[src/rtl/pong_pkg.sv]
// Shared constants, state encoding and helpers for the pong game engine.
package pong_pkg;

    localparam int unsigned COORD_W   = 10;
    localparam int unsigned SCORE_W   = 4;
    localparam int unsigned AI_STEP   = 2;

    localparam int unsigned H_ACTIVE_DEF     = 640;
    localparam int unsigned V_ACTIVE_DEF     = 480;
    localparam int unsigned PADDLE_X_DEF     = 16;
    localparam int unsigned PADDLE_W_DEF     = 8;
    localparam int unsigned PADDLE_H_DEF     = 64;
    localparam int unsigned BALL_SIZE_DEF    = 8;
    localparam int unsigned PADDLE_STEP_DEF  = 4;
    localparam int unsigned BALL_STEP_DEF    = 2;
    localparam int unsigned SERVE_FRAMES_DEF = 60;

    typedef enum logic [1:0] {
        ST_SERVE = 2'd0,
        ST_PLAY  = 2'd1,
        ST_MISS  = 2'd2
    } state_t;

    // Zero-extend a screen coordinate into the signed working width.
    function automatic logic signed [COORD_W:0] to_s11(input logic [COORD_W-1:0] v);
        return $signed({1'b0, v});
    endfunction

endpackage

[src/rtl/pong_paddle_ctrl.sv]
// Paddle mover: steps up/down once per frame tick, clamped to [0, MAX_POS].
module pong_paddle_ctrl
    import pong_pkg::*;
#(
    parameter int unsigned STEP     = 4,
    parameter int unsigned MAX_POS  = 416,
    parameter int unsigned INIT_POS = 208
) (
    input  logic               clk,
    input  logic               reset,
    input  logic               tick,
    input  logic               up,
    input  logic               down,
    output logic [COORD_W-1:0] pos
);

    localparam logic signed [COORD_W:0] S_STEP = (COORD_W+1)'(STEP);
    localparam logic signed [COORD_W:0] S_MAX  = (COORD_W+1)'(MAX_POS);

    logic signed [COORD_W:0] raised;
    logic signed [COORD_W:0] lowered;
    logic [COORD_W-1:0]      pos_nxt;

    assign raised  = to_s11(pos) - S_STEP;
    assign lowered = to_s11(pos) + S_STEP;

    // Both or neither key held leaves the paddle where it is.
    always_comb begin
        pos_nxt = pos;
        if (up && !down) begin
            pos_nxt = (raised < 11'sd0) ? '0 : COORD_W'(raised);
        end else if (down && !up) begin
            pos_nxt = (lowered > S_MAX) ? COORD_W'(MAX_POS) : COORD_W'(lowered);
        end
    end

    always_ff @(posedge clk) begin
        if (reset) begin
            pos <= COORD_W'(INIT_POS);
        end else if (tick) begin
            pos <= pos_nxt;
        end
    end

endmodule

[src/rtl/pong_game_engine.sv]
// Per-frame pong world update: paddles, ball, serve/miss sequencing and scores.
// Define PONG_AI_PADDLE_EN for a tracking right paddle; otherwise the right edge is a wall.
module pong_game_engine
    import pong_pkg::*;
#(
    parameter int unsigned H_ACTIVE     = H_ACTIVE_DEF,
    parameter int unsigned V_ACTIVE     = V_ACTIVE_DEF,
    parameter int unsigned PADDLE_X     = PADDLE_X_DEF,
    parameter int unsigned PADDLE_W     = PADDLE_W_DEF,
    parameter int unsigned PADDLE_H     = PADDLE_H_DEF,
    parameter int unsigned BALL_SIZE    = BALL_SIZE_DEF,
    parameter int unsigned PADDLE_STEP  = PADDLE_STEP_DEF,
    parameter int unsigned BALL_STEP    = BALL_STEP_DEF,
    parameter int unsigned SERVE_FRAMES = SERVE_FRAMES_DEF
) (
    input  logic               inClock,
    input  logic               reset,
    input  logic               frame_tick,
    input  logic               raket_up,
    input  logic               raket_down,
    output logic [COORD_W-1:0] paddle_y,
    output logic [COORD_W-1:0] ai_y,
    output logic [COORD_W-1:0] ball_x,
    output logic [COORD_W-1:0] ball_y,
    output logic [SCORE_W-1:0] miss_cnt,
    output logic [SCORE_W-1:0] win_cnt,
    output logic [1:0]         state
);

    localparam int unsigned SW          = COORD_W + 1;
    localparam int unsigned PADDLE_MAX  = V_ACTIVE - PADDLE_H;
    localparam int unsigned PADDLE_INIT = PADDLE_MAX / 2;
    localparam int unsigned BALL_X0     = (H_ACTIVE - BALL_SIZE) / 2;
    localparam int unsigned BALL_Y0     = (V_ACTIVE - BALL_SIZE) / 2;
    localparam int unsigned BALL_X_MAX  = H_ACTIVE - BALL_SIZE;
    localparam int unsigned BALL_Y_MAX  = V_ACTIVE - BALL_SIZE;
    localparam int unsigned LEFT_FACE   = PADDLE_X + PADDLE_W;
    localparam int unsigned SERVE_W     = $clog2(SERVE_FRAMES + 1);

    localparam logic signed [SW-1:0] S_BSTEP = SW'(BALL_STEP);
    localparam logic signed [SW-1:0] S_BSIZE = SW'(BALL_SIZE);
    localparam logic signed [SW-1:0] S_PH    = SW'(PADDLE_H);
    localparam logic signed [SW-1:0] S_XMAX  = SW'(BALL_X_MAX);
    localparam logic signed [SW-1:0] S_YMAX  = SW'(BALL_Y_MAX);
    localparam logic signed [SW-1:0] S_LFACE = SW'(LEFT_FACE);

    state_t               state_q, state_nxt;
    logic [SERVE_W-1:0]   serve_q, serve_nxt;
    logic                 dx, dy, dx_nxt, dy_nxt;
    logic                 left_lost, left_lost_nxt;
    logic [COORD_W-1:0]   bx_nxt, by_nxt;
    logic [SCORE_W-1:0]   miss_nxt, win_nxt;
    logic signed [SW-1:0] bx_s, by_s, nx, ny;
    logic                 overlap_l;

    assign state = state_q;
    assign bx_s  = to_s11(ball_x);
    assign by_s  = to_s11(ball_y);
    assign nx    = dx ? (bx_s + S_BSTEP) : (bx_s - S_BSTEP);
    assign ny    = dy ? (by_s + S_BSTEP) : (by_s - S_BSTEP);

    assign overlap_l = ((by_s + S_BSIZE) > to_s11(paddle_y)) &&
                       (by_s < (to_s11(paddle_y) + S_PH));

    pong_paddle_ctrl #(
        .STEP     (PADDLE_STEP),
        .MAX_POS  (PADDLE_MAX),
        .INIT_POS (PADDLE_INIT)
    ) u_player (
        .clk   (inClock),
        .reset (reset),
        .tick  (frame_tick),
        .up    (raket_up),
        .down  (raket_down),
        .pos   (paddle_y)
    );

`ifdef PONG_AI_PADDLE_EN
    localparam int unsigned RIGHT_FACE = H_ACTIVE - PADDLE_X - PADDLE_W - BALL_SIZE;
    localparam logic signed [SW-1:0] S_RFACE  = SW'(RIGHT_FACE);
    localparam int                   AI_OFS   = int'(BALL_SIZE / 2) - int'(PADDLE_H / 2);
    localparam logic signed [SW-1:0] S_AI_OFS = SW'(AI_OFS);

    logic signed [SW-1:0] ai_target;
    logic                 overlap_r;

    // Steer so the paddle centre follows the ball centre.
    assign ai_target = by_s + S_AI_OFS;
    assign overlap_r = ((by_s + S_BSIZE) > to_s11(ai_y)) &&
                       (by_s < (to_s11(ai_y) + S_PH));

    pong_paddle_ctrl #(
        .STEP     (AI_STEP),
        .MAX_POS  (PADDLE_MAX),
        .INIT_POS (PADDLE_INIT)
    ) u_ai (
        .clk   (inClock),
        .reset (reset),
        .tick  (frame_tick),
        .up    (ai_target < to_s11(ai_y)),
        .down  (ai_target > to_s11(ai_y)),
        .pos   (ai_y)
    );
`else
    assign ai_y = COORD_W'(PADDLE_INIT);
`endif

    // Next-state and next-world for one frame step.
    always_comb begin
        state_nxt     = state_q;
        serve_nxt     = serve_q;
        bx_nxt        = ball_x;
        by_nxt        = ball_y;
        dx_nxt        = dx;
        dy_nxt        = dy;
        left_lost_nxt = left_lost;
        miss_nxt      = miss_cnt;
        win_nxt       = win_cnt;
        case (state_q)
            ST_SERVE: begin
                bx_nxt = COORD_W'(BALL_X0);
                by_nxt = COORD_W'(BALL_Y0);
                if (serve_q == SERVE_W'(SERVE_FRAMES - 1)) begin
                    state_nxt = ST_PLAY;
                    serve_nxt = '0;
                end else begin
                    serve_nxt = serve_q + SERVE_W'(1);
                end
            end
            ST_PLAY: begin
                if (ny <= 11'sd0) begin
                    by_nxt = '0;
                    dy_nxt = 1'b1;
                end else if (ny >= S_YMAX) begin
                    by_nxt = COORD_W'(BALL_Y_MAX);
                    dy_nxt = 1'b0;
                end else begin
                    by_nxt = COORD_W'(ny);
                end
                bx_nxt = COORD_W'(nx);
                // Hit tests use pre-tick ball and paddle positions.
                if (!dx && nx <= S_LFACE && bx_s >= S_LFACE && overlap_l) begin
                    bx_nxt = COORD_W'(LEFT_FACE);
                    dx_nxt = 1'b1;
                end else if (!dx && nx <= 11'sd0) begin
                    bx_nxt        = '0;
                    state_nxt     = ST_MISS;
                    left_lost_nxt = 1'b1;
                    if (miss_cnt != '1) miss_nxt = miss_cnt + SCORE_W'(1);
`ifdef PONG_AI_PADDLE_EN
                end else if (dx && nx >= S_RFACE && bx_s <= S_RFACE && overlap_r) begin
                    bx_nxt = COORD_W'(RIGHT_FACE);
                    dx_nxt = 1'b0;
                end else if (dx && nx >= S_XMAX) begin
                    bx_nxt        = COORD_W'(BALL_X_MAX);
                    state_nxt     = ST_MISS;
                    left_lost_nxt = 1'b0;
                    if (win_cnt != '1) win_nxt = win_cnt + SCORE_W'(1);
`else
                end else if (dx && nx >= S_XMAX) begin
                    bx_nxt = COORD_W'(BALL_X_MAX);
                    dx_nxt = 1'b0;
`endif
                end
            end
            ST_MISS: begin
                bx_nxt    = COORD_W'(BALL_X0);
                by_nxt    = COORD_W'(BALL_Y0);
                dx_nxt    = left_lost;
                serve_nxt = '0;
                state_nxt = ST_SERVE;
            end
            default: begin
                state_nxt = ST_SERVE;
                serve_nxt = '0;
            end
        endcase
    end

    always_ff @(posedge inClock) begin
        if (reset) begin
            state_q   <= ST_SERVE;
            serve_q   <= '0;
            ball_x    <= COORD_W'(BALL_X0);
            ball_y    <= COORD_W'(BALL_Y0);
            dx        <= 1'b1;
            dy        <= 1'b1;
            left_lost <= 1'b0;
            miss_cnt  <= '0;
            win_cnt   <= '0;
        end else if (frame_tick) begin
            state_q   <= state_nxt;
            serve_q   <= serve_nxt;
            ball_x    <= bx_nxt;
            ball_y    <= by_nxt;
            dx        <= dx_nxt;
            dy        <= dy_nxt;
            left_lost <= left_lost_nxt;
            miss_cnt  <= miss_nxt;
            win_cnt   <= win_nxt;
        end
    end

endmodule

[config.mk]
export PLATFORM = sky130hd
export DESIGN_NAME = pong_game_engine
export DESIGN_NICKNAME = d
export VERILOG_FILES = /design/src/rtl/pong_pkg.sv /design/src/rtl/pong_paddle_ctrl.sv /design/src/rtl/pong_game_engine.sv
export SDC_FILE = /design/constraint.sdc
export NUM_CORES = 1
export LEC_CHECK = 0
export ABC_AREA = 1
export CORE_MARGIN = 5
export CORE_UTILIZATION = 29
export CTS_BUF_LIST = sky130_fd_sc_hd__clkbuf_2 sky130_fd_sc_hd__clkbuf_4 sky130_fd_sc_hd__clkbuf_8
export DETAILED_ROUTE_END_ITERATION = 8
export PLACE_DENSITY_LB_ADDON = 0.05
export SLEW_MARGIN = 20
export SYNTH_ARGS = -nofsm -noshare
export SYNTH_HDL_FRONTEND = slang
export SYNTH_SLANG_ARGS = --single-unit
[constraint.sdc]
create_clock -name inClock -period 3.2 [get_ports inClock]
set_input_delay 0.64 -clock inClock [delete_from_list [all_inputs] [get_ports inClock]]
set_output_delay 0.64 -clock inClock [all_outputs]
set_load 0.01 [all_outputs]
==> impl_metrics.tcl, run 1 <==
set metrics [dict create \
    status "finished clean" \
    synth_seq_area_share_pct 20.4 \
    synth.avg_cell_area_sq_um 6.49 \
    grt_pass1_vias 3724 \
    gp_congestion 0.813 \
    grt_max_degree 23 \
    synth.area.top_cells "dfxtp_1, nand2_1, ha_1, inv_1, nand3_1" \
    leakagePower_nw 2.29 \
    grt_usage_pct 13.8 \
    die_y_um 128 \
    synthArstFlopShare_pct 0 \
    worst_pin_slew_ns 0.564 \
    grt_pass1_wl_um 18400 \
    worstSetupPathType "flop to flop" \
    hold_path_class "flop to flop" \
    die_x_um 128 \
    cts.clk_slew.worst_paths_ns 0.09 \
    rows 43 \
    synth_cell_types 44 \
    drive_gt1_share_pct 7.36 \
    cts-root-buf "clkbuf_8" \
    wl_um 11100 \
    slew_headroom_pct 62.0 \
    rsz0062_at_grt "no" \
    ys_ff_latch 41 \
    dr_total_vias 3911 \
    pre_cts_slack_ns 0.491 \
    ys_warn_count 0 \
    synth_top_area_share_pct 20.4 \
    die-area_sq_um 16300 \
    clkSinkCount 41 \
    cts_tree "done" \
    nets 716 \
    pin_count 55 \
    rr_startpoint "ball_y[4]$_SDFFE_PP0P_" \
    worst_slack_ns 0.490 \
    cts_resized 0 \
    clk_latency_ns 0.32 \
    area_delta_synth_final_pct 16.8 \
    layout_commonest_cell "nand2_1" \
    required_ns 3.40 \
    setup_violations 0 \
    final_cell_mix "nand2_1, inv_1, nand3_1" \
    maxCapViolations 0 \
    antennaDiodeCount 0 \
    overflow 0 \
    maxSlewViolCount 0 \
    initial_core_util_pct 29.3 \
    reg2reg_depth 16 \
    power.density_nw_per_um2 269 \
    synth_edf_count 0 \
    cp.arrival_ns 2.91 \
    max_freq_mhz 369 \
    cts_buffer_depth 2 \
    ant_nets 0 \
    cts_buffers 5 \
    crit_end "dx$_SDFFE_PP1P_" \
    drc 0 \
    endpoint_kind "flop" \
    fin_crit_ns 2.71 \
    post-dp-hpwl_um 9020 \
    finalSetupTns_ns 0 \
    cts_setup_buffers 0 \
    grt_antenna_before_repair 0 \
    detail_route.vias_per_cell 4.62 \
    synthesis.area_sq_um 4020 \
    synth_cells 620 \
    cp-startpoint "ball_y[4]$_SDFFE_PP0P_" \
    ys.flop_type "dfxtp_1" \
    core_area_sq_um 13700 \
    drt-initial-drc-count 176 \
    r2r-end "dx$_SDFFE_PP1P_" \
    yosysTopAreaCell "dfxtp_1" \
    final.setup_skew_ns 0.00654 \
    cts_hold_buf 0 \
    final-hold-violation-count 0 \
    peakVddDrop_uv 199 \
    post-route-util_pct 34.3 \
    io_buffers 36 \
    worstPathMaxFanout 8 \
    wire_per_inst_um 13.2 \
    finalCritPeriodShare_pct 84.7 \
    firstDrtPassIters 6 \
    r2r_slack_ns 0.49 \
    start_kind "flop" \
    htreeDepth 2 \
]
-- metrics by stage --
stage / hold WS, ns / total power, mW / std cells / area, sq um
after floorplan: 0.430 / 0.761 / 636 / 4080
after global placement: 0.450 / 0.844 / 839 / 4600
after detailed placement: 0.453 / 0.845 / 839 / 4600
after CTS: 0.467 / 1.29 / 846 / 4700
after global routing: 0.484 / 1.35 / 846 / 4700
final: 0.465 / 1.26 / 846 / 4700
-- flip-flops by register name, summed over array words and instances (netlist names) --
name and cells:
serve_q 6, miss_cnt 4, dy 1, u_player.pos 8
ball_x 9, dx 1, ball_y 9, left_lost 1
state 2
-- kinds of logic after synthesis --
kind of cell | after synthesis | share of synthesized area, %
xor gates and xnor gates | 26 | 5.85
AOI/OAI and AO/OA | 82 | 11.8
DFF | 41 | 20.4
and+or+nand+nor | 311 | 35.1
buffers and inverters | 113 | 12.3
other | 2 | 0.187
adders and majority gates | 45 | 14.4
-- where the power goes --
group	leakage, nW	internal, mW	total [mW]	switching [mW]
logic	1.91	0.113	0.280	0.167
clock network	0.0540	0.227	0.434	0.206
registers	0.334	0.526	0.550	0.0239
total	2.29	0.866	1.26	0.397
-- per-layer routing --
metal / vias to the layer above / wire length (um) / track usage, %
li1: 2071 / - / -
met5: - / 0 / 0
met3: 8 / 449 / 2.54
met4: 0 / 117 / 3.12
met1: 1767 / 5670 / 19.0
met2: 65 / 4920 / 22.5
-- worst max-delay path: stages (launching register included) --
cell and delay (ns):
dfxtp_1 0.51, ha_1 0.24, nand3_1 0.12, nand3b_1 0.19, xor2_1 0.16, ha_1 0.29, nand2_1 0.05, nor2_1 0.12
nand2_1 0.07, nand2_1 0.06, nand2_1 0.04, nor2_1 0.21, nand3_4 0.18, nand3_1 0.13, nand3_1 0.08, nand2_1 0.07
nand3_1 0.07
-- synth_stat cells, types with 2 or more instances --
cell type / number
nand2_2: 3
xnor2_1: 5
a21oi_2: 3
o21ai_1: 2
nor4_1: 2
nand3_4: 2
conb_1: 2
nor2_2: 2
o221ai_1: 2
nand3_2: 5
inv_1: 83
nand3_1: 45
nor3b_1: 2
a21oi_1: 40
or2_2: 3
buf_4: 18
o22ai_1: 2
o21ai_0: 18
nand3b_1: 5
nor2_1: 41
o211ai_1: 5
fa_1: 2
nand4_1: 9
nand2_1: 178
nor3_1: 9
a31oi_1: 4
o21ai_2: 2
dfxtp_1: 41
inv_2: 3
xor2_1: 20
clkinv_1: 2
ha_1: 43
clkbuf_1: 6
-- cell type report --
| class | count | area [sq um] |
|---|---|---|
| Clock buffer | 5 | 68.8 |
| Sequential cell | 41 | 821 |
| Clock inverter | 2 | 35.0 |
| Fill cell | 1551 | 9020 |
| Multi-Input combinational cell | 482 | 2770 |
| Tap cell | 180 | 225 |
| Inverter | 88 | 330 |
| Timing Repair Buffer | 48 | 450 |
-- how the worst min path moves through the flow --
stage | from | to | slack, ns | cells after the start
after floorplan | left_lost$_SDFFE_PP0P_ | left_lost$_SDFFE_PP0P_ | 0.43 | 2
after global placement | left_lost$_SDFFE_PP0P_ | left_lost$_SDFFE_PP0P_ | 0.45 | 2
after detailed placement | left_lost$_SDFFE_PP0P_ | left_lost$_SDFFE_PP0P_ | 0.45 | 2
after CTS | left_lost$_SDFFE_PP0P_ | left_lost$_SDFFE_PP0P_ | 0.47 | 2
after global routing | left_lost$_SDFFE_PP0P_ | left_lost$_SDFFE_PP0P_ | 0.48 | 2
final | left_lost$_SDFFE_PP0P_ | left_lost$_SDFFE_PP0P_ | 0.47 | 2
Power figures use the tool's default switching activity.
==> inputs of run 2 (changes only) <==
Clock period 3.2 ns to 2.8 ns, I/O delays scaled along.
==> run 2 against run 1 <==
First-iteration DRC count up 4.5%. Die area stayed put. Largest cell class unchanged. Routed wire length increased by 0.61%. Sequential power rose by 14%. Register-to-register slack got worse by 0.29 ns. Largest power group unchanged. Critical endpoint is now ball_x[4]$_SDFFE_PP1P_.
==> impl_metrics.tcl, run 2 (synthesis results as in run 1) <==
set metrics [dict create \
    maxSlewViolCount 0 \
    slew_headroom_pct 63.0 \
    worst_slack_ns 0.199 \
    max_freq_mhz 384 \
    layout_commonest_cell "nand2_1" \
    nets 720 \
    required_ns 3.00 \
    whs_ns 0.455 \
    cts_setup_buffers 0 \
    ant_nets 0 \
    grt_usage_pct 13.8 \
    gp_congestion 0.830 \
    cts_resized 0 \
    setup_violations 0 \
    r2r_slack_ns 0.20 \
    cts_hold_buf 0 \
    fin_crit_ns 2.60 \
    finalPower_mw 1.37 \
    cts_buffers 5 \
    final-hold-violation-count 0 \
    post-dp-hpwl_um 9020 \
    cts.clk_slew.worst_paths_ns 0.09 \
    die-area_sq_um 16300 \
    worstPathMaxFanout 9 \
    detail_route.vias_per_cell 4.61 \
    final_cell_mix "nand2_1, inv_1, nand3_1" \
    rsz0062_at_grt "yes" \
    rows 43 \
    grt_antenna_before_repair 0 \
    worstSetupPathType "flop to flop" \
    initial_core_util_pct 29.3 \
    hold_path_class "flop to flop" \
    cp.arrival_ns 2.80 \
    clkSinkCount 41 \
    cts_tree "done" \
    firstDrtPassIters 5 \
    htreeDepth 2 \
    drive_gt1_share_pct 9.24 \
    antennaDiodeCount 0 \
    grt_pass1_vias 3808 \
    wire_per_inst_um 13.2 \
    io_buffers 36 \
    power.density_nw_per_um2 289 \
    drc 0 \
    dr_total_vias 3921 \
    peakVddDrop_uv 127 \
    maxCapViolations 0 \
    worst_pin_slew_ns 0.549 \
    final.setup_skew_ns 0.00413 \
    die_x_um 128 \
    reg_top3 "ball_x: 9 flops, ball_y: 9 flops, u_player.pos: 8 flops" \
    cts-root-buf "clkbuf_8" \
    clk_latency_ns 0.31 \
    grt_pass1_wl_um 18100 \
    core_area_sq_um 13700 \
    grt_max_degree 23 \
    overflow 0 \
    final_cell_area_sq_um 4730 \
    placed_area_sq_um 4620 \
    finalCritPeriodShare_pct 92.9 \
    leakagePower_nw 2.28 \
    endpoint_kind "flop" \
    pin_count 55 \
    die_y_um 128 \
    wl_um 11200 \
    drt-initial-drc-count 184 \
    status "finished clean" \
    pre_cts_slack_ns 0.183 \
    start_kind "flop" \
    area_delta_synth_final_pct 17.5 \
    cts_buffer_depth 2 \
]
## run 2: cell count changes in the layout (fill, tap and decap cells not counted), moves of 2 or more
cell,previous run,this run
ha_1,43,39
ha_2,0,4
dfxtp_2,0,2
buf_4,12,15
clkinvlp_4,0,2
dfxtp_1,41,39
## run 2: worst max-delay path: stages (launching register included)
cell	delay [ns]
dfxtp_2	0.39
clkinvlp_4	0.20
ha_2	0.45
nand2_1	0.12
nand3_2	0.11
nand2_1	0.10
nand2_1	0.10
nor2_1	0.06
nand3_1	0.10
nand2_1	0.07
o21ai_2	0.34
a21oi_1	0.12
o21ai_0	0.25
nand2_1	0.07
## run 2: layout make-up
type / instances / area (sq um)
clock buffers: 5 / 68.8
inverters: 88 / 334
multi-input cells: 482 / 2780
fillers: 1537 / 8990
well taps: 180 / 225
repair buffers: 51 / 473
flip-flops and latches: 41 / 823
clock inverters: 3 / 17.5
repair inverters: 1 / 5.00
## run 2: per-layer routing
metal / track usage, % / routed length (um)
met3: 2.50 / 413
met1: 18.9 / 5700
met2: 22.4 / 4980
met5: 0 / 0
met4: 3.37 / 120
## run 2: through the flow
| stage | setup TNS [ns] | util, % | std cells |
|---|---|---|---|
| 2_1_floorplan | 0 | - | 636 |
| 3_3_place_gp | 0 | 33.7 | 842 |
| 3_5_place_dp | 0 | 33.7 | 842 |
| 4_1_cts | 0 | 34.3 | 850 |
| 5_1_grt | -0.0146 | 34.5 | 851 |
| 6_report | 0 | 34.5 | 851 |
## run 2: power breakdown
group / internal, mW / leakage, nW / total, mW / switching, mW
combinational: 0.131 / 1.90 / 0.321 / 0.190
clock: 0.173 / 0.0439 / 0.415 / 0.242
sequential: 0.602 / 0.333 / 0.629 / 0.0278
## run 2: worst paths after layout
check / from / to / cells after the start
hold reg to reg: left_lost$_SDFFE_PP0P_ / left_lost$_SDFFE_PP0P_ / 2
setup reg to reg: dx$_SDFFE_PP1P_ / ball_x[4]$_SDFFE_PP1P_ / 13
hold / removal: left_lost$_SDFFE_PP0P_ / left_lost$_SDFFE_PP0P_ / 2
setup / recovery: dx$_SDFFE_PP1P_ / ball_x[4]$_SDFFE_PP1P_ / 13
==> inputs of run 3 (changes only) <==
Settings changed: CTS_CLUSTER_DIAMETER set to 80, SYNTH_HIERARCHICAL set to 1.
==> run 3 against run 2 <==
Combinational power up 6.5%. Critical path type unchanged. Routed wire length up 2.3%. Setup slack better by 0.094 ns. Final cell count up 6.2%. Non-clock buffer count down 1. Sequential share of layout area down 0.48 points. Register-to-register slack better by 0.09 ns. Synthesized cell count up 8.4%. Core utilization down 0.53 points. Global-route usage down 0.074 points. Via count up 4.5%. Fmax up 3.8%.
==> impl_metrics.tcl, run 3 <==
set metrics [dict create \
    die_x_um 130 \
    hold_path_class "flop to flop" \
    grt_antenna_before_repair 0 \
    overflow 0 \
    slowest_delay_ns 0.40 \
    clk_latency_ns 0.30 \
    final.setup_skew_ns 0.0127 \
    final-hold-violation-count 0 \
    core_area_sq_um 14400 \
    antennaDiodeCount 0 \
    grt_pass1_wl_um 18800 \
    worst_pin_slew_ns 0.541 \
    drc 0 \
    gp_congestion 0.848 \
    synth_edf_count 0 \
    post-route-util_pct 33.9 \
    hold_path_depth 2 \
    cts_buffers 5 \
    drive_gt1_share_pct 8.33 \
    final_cells 904 \
    synthArstFlopShare_pct 0 \
    synth_cell_types 39 \
    min_to "left_lost$_SDFFE_PP0P_" \
    synthesis.area_sq_um 4200 \
    setup_violations 0 \
    finalCritPeriodShare_pct 89.5 \
    whs_ns 0.476 \
    r2r-end "dx$_SDFFE_PP1P_" \
    yosysTopAreaCell "dfxtp_1" \
    drt-initial-drc-count 200 \
    start_kind "flop" \
    post-dp-hpwl_um 9270 \
    slew_headroom_pct 63.5 \
    status "finished clean" \
    synth.area.top_cells "dfxtp_1, nand2_1, ha_1, inv_1, a21oi_1" \
    grt_usage_pct 13.7 \
    placed_cells 896 \
    max_freq_mhz 399 \
    rsz0062_at_grt "no" \
    ys.flop_type "dfxtp_1" \
    synth_seq_area_share_pct 19.5 \
    n_fill_cell 1597 \
    synth_most_common_cell "nand2_1" \
    worstSetupPathType "flop to flop" \
    maxCapViolations 0 \
    path_cells "ha_1 > nand3_1 > nand3b_1 > xor2_1 > ha_1 > nand3_1 > inv_1 > nand2_1 > nand2_1 > nand2_1 > inv_1 > nand2_1 > nor2_4 > nand2_4 > nand3_1 > nand3_1 > nand2_1 > nand3_1" \
    yosys-top-cells-count "nand2_1, inv_1, nor2_1, a21oi_1, nand3_1" \
    die-area_sq_um 17000 \
    pin_count 55 \
    reg_top3 "ball_x: 9 flops, ball_y: 9 flops, u_player/pos: 8 flops" \
    wire_per_inst_um 12.7 \
    die_y_um 130 \
    cp_slowest_cell "dfxtp_2" \
    r2r_slack_ns 0.29 \
    ys_ff_latch 41 \
    reg2reg_depth 18 \
    rr_startpoint "ball_y[3]$_SDFFE_PP1P_" \
    placed_area_sq_um 4790 \
    ant_nets 0 \
    cts_setup_buffers 0 \
    cts-root-buf "clkbuf_8" \
    wl_um 11500 \
    grt_pass1_vias 3868 \
    clkSinkCount 41 \
    finalSetupTns_ns 0 \
    final_cell_mix "nand2_1, inv_1, nor2_1" \
    rows 44 \
    cts_buffer_depth 2 \
    area_delta_synth_final_pct 16.1 \
    io_buffers 36 \
    endpoint_kind "flop" \
    leakagePower_nw 2.45 \
    grt_max_degree 24 \
    peakVddDrop_uv 166 \
    firstDrtPassIters 4 \
    cts_tree "done" \
    htreeDepth 2 \
    cts.clk_slew.worst_paths_ns 0.09 \
    nets 769 \
    ys_warn_count 6 \
    cp.arrival_ns 2.68 \
    dr_total_vias 4099 \
    synth_top_area_share_pct 19.5 \
    required_ns 2.98 \
    detail_route.vias_per_cell 4.53 \
    hp-start "left_lost$_SDFFE_PP0P_" \
    layout_commonest_cell "nand2_1" \
    worstPathMaxFanout 9 \
    synth_cells 672 \
    fin_crit_ns 2.51 \
    initial_core_util_pct 29.2 \
    power.density_nw_per_um2 280 \
    final_cell_area_sq_um 4880 \
    maxSlewViolCount 0 \
    synth.avg_cell_area_sq_um 6.25 \
]
## run 3: cell count changes after synthesis, sizes merged, moves of 6 or more
cell and change:
a21oi +6, inv +21, nand2 +12, nor2 +13
## run 3: where the power goes
group	total (mW)	internal (mW)	switching (mW)	leakage [nW]
Sequential	0.629	0.600	0.0287	0.334
Combinational	0.342	0.136	0.206	2.07
Clock	0.397	0.172	0.224	0.0439
Total	1.37	0.909	0.459	2.45
## run 3: cell families after synthesis
kind of cell / count (synthesis) / synth area share (%)
other: 3 / 0.268
adders and majority gates: 45 / 13.8
and+or+nand+nor: 342 / 37.1
DFF: 41 / 19.5
buffers and inverters: 133 / 13.6
AOI/OAI and AO/OA: 85 / 10.9
xor gates and xnor gates: 23 / 4.79
## run 3: layout make-up
class | count | area (sq um) | area share, %
Tap cell | 184 | 230 | 4.72
Clock buffer | 5 | 68.8 | 1.41
Multi-Input combinational cell | 513 | 2860 | 58.7
Timing Repair Buffer | 50 | 465 | 9.54
Sequential cell | 41 | 826 | 16.9
Inverter | 108 | 405 | 8.31
Clock inverter | 3 | 17.5 | 0.359
## run 3: per-stage QoR
stage	worst slack [ns]	power [mW]
final	0.293	1.37
after global routing	0.00667	1.47
after CTS	0.131	1.40
after detailed placement	0.161	0.988
after global placement	0.181	0.987
after floorplan	0.458	0.892
## run 3: critical path, delay by kind of cell, from the launching register on
family	cells	cell delay, ns
adders and majority gates	2	0.50
DFF	1	0.40
buffers and inverters	2	0.12
xor gates and xnor gates	1	0.16
and+or+nand+nor	13	1.20
## run 3: routing by layer
metal	up-vias	GRT usage, %	part of all wire [%]
met1	1825	18.7	50
met5	-	0	0
met2	55	23.3	46
li1	2212	-	-
met4	0	2.36	0.67
met3	7	1.96	3.5
## run 3: timing repair
item / in CTS / in global routing
endpoints found under the setup margin: 0 / 6
gates resized for setup: 0 / 3
hold buffers: 0 / 0
## run 3: worst max-delay path by stage
stage	start	end	slack, ns	cells past startpoint
floorplan	ball_y[4]$_SDFFE_PP0P_	dx$_SDFFE_PP1P_	0.46	18
global placement	ball_y[4]$_SDFFE_PP0P_	miss_cnt[2]$_SDFFE_PP0P_	0.18	16
detailed placement	ball_y[4]$_SDFFE_PP0P_	miss_cnt[2]$_SDFFE_PP0P_	0.16	16
CTS	ball_y[4]$_SDFFE_PP0P_	dx$_SDFFE_PP1P_	0.13	18
global route	ball_y[3]$_SDFFE_PP1P_	dx$_SDFFE_PP1P_	0.007	18
finish	ball_y[3]$_SDFFE_PP1P_	dx$_SDFFE_PP1P_	0.29	18
